### src/rtl/line_drawer_arbiter.sv
// Round-robin arbiter that lets two requesters share a single line drawer.
// Each requester gets a one-deep capture buffer. Its ready output stays low until the drawer finishes that line.
module line_drawer_arbiter #(
    parameter int HOR_ACTIVE_PIXELS = 640,
    parameter int VER_ACTIVE_PIXELS = 480,
    localparam int X_WIDTH = $clog2(HOR_ACTIVE_PIXELS),
    localparam int Y_WIDTH = $clog2(VER_ACTIVE_PIXELS)
) (
    input  logic               clk,
    input  logic               rst_n,
    input  logic               req0_start,
    input  logic [X_WIDTH-1:0] req0_x1,
    input  logic [X_WIDTH-1:0] req0_x2,
    input  logic [Y_WIDTH-1:0] req0_y1,
    input  logic [Y_WIDTH-1:0] req0_y2,
    output logic               req0_ready,
    input  logic               req1_start,
    input  logic [X_WIDTH-1:0] req1_x1,
    input  logic [X_WIDTH-1:0] req1_x2,
    input  logic [Y_WIDTH-1:0] req1_y1,
    input  logic [Y_WIDTH-1:0] req1_y2,
    output logic               req1_ready,
    output logic [X_WIDTH-1:0] ld_x1,
    output logic [X_WIDTH-1:0] ld_x2,
    output logic [Y_WIDTH-1:0] ld_y1,
    output logic [Y_WIDTH-1:0] ld_y2,
    output logic               ld_start,
    input  logic               ld_ready,
    output logic               busy
);

    typedef enum logic [1:0] {IDLE, ISSUE_WAIT, DRAW_WAIT} state_t;

    state_t             state, state_nxt;
    logic [1:0]         pending;
    logic [1:0]         req_start;
    logic [X_WIDTH-1:0] in_x1 [2];
    logic [X_WIDTH-1:0] in_x2 [2];
    logic [Y_WIDTH-1:0] in_y1 [2];
    logic [Y_WIDTH-1:0] in_y2 [2];
    logic [X_WIDTH-1:0] cap_x1 [2];
    logic [X_WIDTH-1:0] cap_x2 [2];
    logic [Y_WIDTH-1:0] cap_y1 [2];
    logic [Y_WIDTH-1:0] cap_y2 [2];
    logic               last_grant;
    logic               grant;
    logic               sel;
    logic               issue;
    logic               retire;

    assign req_start = {req1_start, req0_start};
    assign in_x1[0]  = req0_x1;
    assign in_x1[1]  = req1_x1;
    assign in_x2[0]  = req0_x2;
    assign in_x2[1]  = req1_x2;
    assign in_y1[0]  = req0_y1;
    assign in_y1[1]  = req1_y1;
    assign in_y2[0]  = req0_y2;
    assign in_y2[1]  = req1_y2;

    assign req0_ready = !pending[0];
    assign req1_ready = !pending[1];
    assign busy       = (state != IDLE) || (|pending);

    // When both are pending, the requester that was not served last wins.
    assign sel = (&pending) ? ~last_grant : pending[1];

    always_comb begin
        state_nxt = state;
        issue     = 1'b0;
        retire    = 1'b0;
        case (state)
            IDLE: begin
                if (ld_ready && (|pending)) begin
                    issue     = 1'b1;
                    state_nxt = ISSUE_WAIT;
                end
            end
            ISSUE_WAIT: state_nxt = DRAW_WAIT;
            DRAW_WAIT: begin
                if (ld_ready) begin
                    retire    = 1'b1;
                    state_nxt = IDLE;
                end
            end
            default: state_nxt = IDLE;
        endcase
    end

    always_ff @(posedge clk or negedge rst_n) begin
        if (!rst_n) state <= IDLE;
        else        state <= state_nxt;
    end

    // A start pulse is accepted only while the slot is free, so a busy requester cannot overwrite its own capture.
    always_ff @(posedge clk or negedge rst_n) begin
        if (!rst_n) begin
            pending <= '0;
            for (int i = 0; i < 2; i++) begin
                cap_x1[i] <= '0;
                cap_x2[i] <= '0;
                cap_y1[i] <= '0;
                cap_y2[i] <= '0;
            end
        end else begin
            for (int i = 0; i < 2; i++) begin
                if (retire && (grant == 1'(i))) begin
                    pending[i] <= 1'b0;
                end else if (req_start[i] && !pending[i]) begin
                    pending[i] <= 1'b1;
                    cap_x1[i]  <= in_x1[i];
                    cap_x2[i]  <= in_x2[i];
                    cap_y1[i]  <= in_y1[i];
                    cap_y2[i]  <= in_y2[i];
                end
            end
        end
    end

    // Drawer coordinates load only on a grant, which holds them stable until the next grant.
    always_ff @(posedge clk or negedge rst_n) begin
        if (!rst_n) begin
            ld_start   <= 1'b0;
            ld_x1      <= '0;
            ld_x2      <= '0;
            ld_y1      <= '0;
            ld_y2      <= '0;
            grant      <= 1'b0;
            last_grant <= 1'b1;
        end else begin
            ld_start <= issue;
            if (issue) begin
                grant <= sel;
                ld_x1 <= cap_x1[sel];
                ld_x2 <= cap_x2[sel];
                ld_y1 <= cap_y1[sel];
                ld_y2 <= cap_y2[sel];
            end
            if (retire) last_grant <= grant;
        end
    end

endmodule
### config.mk
export PLATFORM = sky130hd
export DESIGN_NAME = line_drawer_arbiter
export DESIGN_NICKNAME = d
export VERILOG_FILES = /design/src/rtl/line_drawer_arbiter.sv
export SDC_FILE = /design/constraint.sdc
export NUM_CORES = 1
export LEC_CHECK = 0
export CAP_MARGIN = 10
export CORE_MARGIN = 1
export CORE_UTILIZATION = 39
export CTS_BUF_LIST = sky130_fd_sc_hd__clkbuf_16
export DETAILED_ROUTE_END_ITERATION = 10
export MAX_ROUTING_LAYER = met4
export PLACE_DENSITY_LB_ADDON = 0.12
export SLEW_MARGIN = 20
export SYNTH_ARGS = -nofsm -noshare
export SYNTH_HDL_FRONTEND = slang
export SYNTH_SLANG_ARGS = --single-unit
### constraint.sdc
create_clock -name clk -period 1.8 [get_ports clk]
set_input_delay 0.45 -clock clk [delete_from_list [all_inputs] [get_ports clk]]
set_output_delay 0.45 -clock clk [all_outputs]
set_load 0.05 [all_outputs]
Word level (Yosys, flattened, before mapping)
Cells that the tools add are included.
{"block": "totals", "register_bits": 121, "input_bits": 81, "output_inout_bits": 42, "wordCells": 69}
{"block": "classes", "n_lt_le_gt_ge": 1, "eq_ne": 4, "n_mux": 24, "bitwise_logic": 5, "reduce_logical": 17}
{"cell": "2-to-1 mux 10 bit", "count": 6}
{"cell": "2-to-1 mux 9 bit", "count": 6}
{"cell": "2-to-1 mux 1 bit", "count": 9}
{"cell": "AND reduction 2 bit", "count": 4}
{"cell": "case mux 2 bit (3 select lines)", "count": 1}
{"cell": "nonzero test 2 bit", "count": 3}
{"cell": "logical AND 1 bit", "count": 5}
{"cell": "2-to-1 mux 2 bit", "count": 2}
{"cell": "inequality test 2 bit, second input constant", "count": 2}
{"cell": "inverter 1 bit", "count": 4}
{"cell": "equality test 2 x 1 -> 1 bit, second input constant", "count": 1}
{"cell": "equality test 2 bit, second input constant", "count": 1}
{"cell": ">= comparator 2 bit, second input constant", "count": 1}
{"cell": "logical NOT 1 bit", "count": 2}
{"cell": "logical NOT 2 bit", "count": 1}
{"cell": "inverter 1 -> 2 bit", "count": 1}
{"cell": "OR reduction 2 bit", "count": 1}
{"cell": "logical OR 1 bit", "count": 1}

Logic depth before layout (Yosys ltp)
{"block": "logic_depth", "word_depth": 6, "depth_mapped": 5, "depth_no_buf": 3}

Least setup slack after synthesis
No wires, ideal clock.
{"block": "synth_timing", "path_kind": "reg2reg", "from": "reg pending[1]", "to": "reg cap_x2[0] (netlist bit)", "setup_time_ns": 0.127, "arrival_time_ns": 1.515, "required_ns": 1.673, "slack_ns": 0.158, "path_stages_with_launch": 6, "n_path_buf": 2, "period_less_slack_ns": 1.642, "cell_sequence": "dfrtp_1 inv_1 nand3_1 buf_2 buf_6 mux2_1"}
{"block": "synth_via", "elab_chain_cells": 3}
{"element": "start: declaration", "line_no": "35", "source": "logic [1:0] pending;"}
{"element": "start signal: assignment", "line_no": "98", "source": "pending <= '0;"}
{"element": "start signal: indexed assignment", "line_no": "108", "source": "pending[i] <= 1'b0;"}
{"element": "start signal: indexed assignment", "line_no": "110", "source": "pending[i] <= 1'b1;"}
{"element": "logical NOT 1 bit"}
{"element": "via req1_ready", "line_no": "22", "source": "output logic req1_ready,"}
{"element": "logical AND 1 bit", "line_no": "109", "source": "end else if (req_start[i] && !pending[i]) begin"}
{"element": "AND reduction 2 bit (no source line)"}
{"element": "end signal: indexed assignment", "line_no": "112", "source": "cap_x2[i] <= in_x2[i];"}
{"element": "end: declaration", "line_no": "42", "source": "logic [X_WIDTH-1:0] cap_x2 [2];"}
The timed path passes the listed nets, and every way through them passes these cells.
A chain may end at the register's enable or synchronous reset.

Worst setup path after layout
{"block": "layout_timing", "from": "reg pending[1]", "to": "out busy"}
{"block": "layout_via", "elab_chain_cells": 2}
{"element": "OR reduction 2 bit", "line_no": "63", "source": "assign busy = (state != IDLE) || (|pending);"}
{"element": "logical OR 1 bit", "line_no": "63"}
{"element": "end: declaration", "line_no": "29", "source": "output logic busy"}
No other way between the ends.

==> results.json <==
{
  "status": "complete, no violations",
  "clk_pin_slew_ns": 0.05,
  "final_hold_viol_count": 0,
  "worstMarginPinSlew_ns": 0.515,
  "crit_family": "flip-flops",
  "synthCells": 323,
  "seqPwrFrac_pct": 36.3,
  "routed_wl_um": 11400,
  "most-common-layout-cells": "dfrtp_1, clkdlybuf4s50_1, buf_4, mux2_1, nand3b_1",
  "drv_slew": 0,
  "pwr-share-clk_pct": 20.6,
  "fin_ws_ns": 0.0660,
  "p_per_area_nw_per_um2": 1920,
  "synth.avg_cell_area_um2": 15.2,
  "grtUsageTotal_pct": 19.6,
  "crit_type": "reg -> out",
  "slew_headroom_pct": 65.7,
  "placed_cell_area_um2": 6370,
  "die_w_um": 114,
  "initial_core_util_pct": 40.4,
  "grt_first_pass_wirelength_um": 18300,
  "cts_sinks": 121,
  "die_h_um": 114,
  "drc_errors": 0,
  "design.core.area_um2": 12200,
  "portBuffers": 122,
  "via_count": 3249,
  "globalplace.congestion": 0.768,
  "grt_max_degree": 57,
  "start_kind": "flip-flop",
  "crit_path_end_kind": "primary output",
  "root_buffer": "clkbuf_16",
  "area_growth_syn_to_layout_pct": 41.4,
  "min_path_type": "in -> async",
  "antenna_left": 0,
  "slowest_stage": "dfrtp_1",
  "finalNetCount": 551,
  "cts_max_level": 4,
  "synth_seq_cells": 121,
  "vdd_drop_max_mv": 1.07,
  "total_power_mw": 13.3,
  "syn_area_um2": 4910,
  "internal-power_mw": 8.38,
  "power.leakage_nw": 2.96,
  "antenna_found_initial": 0,
  "min_period_ns": 1.73,
  "swShare_pct": 37.1,
  "cts_max_path_buffers": 2,
  "drt_iter0_markers": 201,
  "dieArea_um2": 13100,
  "finClkSkew_ns": 0.00536,
  "fin_crit_sh_pct": 96.3,
  "netSwitchingPower_mw": 4.94,
  "path_buf_inv": 1,
  "yosysWarningCount": 0,
  "io_pins": 123,
  "wl_per_cell_um": 17.6,
  "worstPathCellList": "nor2_4, nand2_1, buf_6",
  "place_ws_ns": -0.397,
  "critPathArrivalTime_ns": 1.28,
  "combPwrFrac_pct": 43.1,
  "design_area_um2": 6950,
  "tns_ns": 0,
  "cp.required_ns": 1.35,
  "yosysSeqAreaShare_pct": 61.6,
  "final_common_cell": "dfrtp_1",
  "dp_hpwl_um": 7590,
  "cts_tree": "done",
  "dr.pass1.iters": 4,
  "cpPeakStageDelay_ns": 0.44,
  "grt_overflow": 0,
  "timing.fmax_mhz": 577,
  "cts-buffers-inserted": 17,
  "maxCapViolCount": 0,
  "critPathMaxFanout": 4,
  "rsz0062_at_grt": "no",
  "diodes": 0,
  "setup_viol": 0,
  "grt_pass1_vias": 3449,
  "via_per_inst": 5.01,
  "row_count": 40,
  "clk_latency_ns": 0.41,
  "layout-drive-gt1-share_pct": 33.7,
  "synth_nets": 404,
  "fillers": 1033,
  "ys_types": 27
}
layout make-up:
class	count	area [um^2]	share of cell area (%)
clock inverters	13	51.3	0.738
well taps	168	210	3.02
clock buffers	17	425	6.12
repair buffers	152	1460	21.0
flip-flops and latches	121	3030	43.6
multi-input cells	176	1770	25.4
inverters	2	7.51	0.108
what timing repair did:
item | CTS | global route
gates resized for setup | 3 | 5
hold endpoints to repair | 2 | 0
setup buffers | 3 | 2
endpoints found under the setup margin | 1 | 22
pin swaps | 0 | 1
hold buffers | 1 | 0
gates cloned | 0 | 1
worst register-to-register path, stage by stage, from the launching register on:
cell	delay, ns
dfrtp_1	0.40
and4bb_2	0.27
nor3b_4	0.20
buf_4	0.16
buf_4	0.18
mux2_2	0.35
power groups by stage:
stage	Combinational [mW]	Sequential [mW]	Clock (mW)
floorplan	2.40	6.23	0
global placement	5.56	4.85	0
detailed placement	5.68	4.87	0
CTS	5.76	4.84	2.82
global route	6.10	5.01	2.97
finish	5.74	4.84	2.74
cell usage after synthesis:
cell	number	area (um^2)
nand4b_1	1	8.76
nor2_1	5	18.8
o211ai_1	1	7.51
o21a_1	1	7.51
buf_1	2	7.51
buf_2	9	45.0
nand2_1	5	18.8
buf_6	6	67.6
mux2_1	40	450
nor2_2	1	6.26
a21boi_0	1	7.51
inv_1	2	7.51
o21ai_0	1	5.00
nand2b_1	1	6.26
nor3b_2	2	25.0
dfstp_2	1	26.3
o221a_1	13	146
o221a_2	25	282
buf_4	2	15.0
dfrtp_1	120	3000
mux2_2	36	405
or3b_1	1	8.76
mux2i_1	1	10.0
nand3b_1	39	293
nand3_1	1	5.00
clkbuf_1	5	18.8
and4bb_1	1	12.5
per-stage QoR:
step | hold WS, ns | utilization (%) | std cells
2_1_floorplan | 0.154 | - | 323
3_3_place_gp | 0.262 | 52.3 | 612
3_5_place_dp | 0.264 | 52.3 | 612
4_1_cts | 0.364 | 56.7 | 646
5_1_grt | 0.369 | 57.1 | 649
6_report | 0.385 | 57.1 | 649
logic make-up after synthesis:
| kind of cell | Yosys count | synth area share [%] |
|---|---|---|
| buf+inv | 26 | 3.28 |
| simple gates | 57 | 8.20 |
| flops | 121 | 61.6 |
| mux | 77 | 17.6 |
| compound gates | 42 | 9.27 |
layer usage:
| metal | wire, um | GRT usage (%) |
|---|---|---|
| met5 | 0 | - |
| met4 | 141 | 7.45 |
| met3 | 451 | 5.40 |
| met2 | 5770 | 30.7 |
| met1 | 5040 | 24.1 |
sequential cells by signal, summed over array words and instances (netlist names):
| name | cells |
|---|---|
| cap_x1 | 20 |
| cap_x2 | 20 |
| cap_y1 | 18 |
| cap_y2 | 18 |
| ld_x1 | 10 |
| ld_x2 | 10 |
| ld_y1 | 9 |
| ld_y2 | 9 |
| pending | 2 |
| state | 2 |
| grant | 1 |
| last_grant | 1 |
| ld_start | 1 |
worst paths after layout:
| path | from | endpoint | slack (ns) | cells after the start |
|---|---|---|---|---|
| setup / recovery | pending[1] | busy | 0.07 | 3 |
| hold / removal | rst_n | cap_x1[3] | 0.39 | 2 |
| setup reg to reg | state[0] | cap_x2[19] | 0.13 | 5 |
| hold reg to reg | cap_y2[5] | cap_y2[5] | 0.48 | 1 |
| max in group asynchronous | rst_n | pending[0] | 0.71 | 3 |
| min in group clk | ld_ready | last_grant | 0.46 | 4 |
Note: power is estimated with default switching activity, not from simulation.
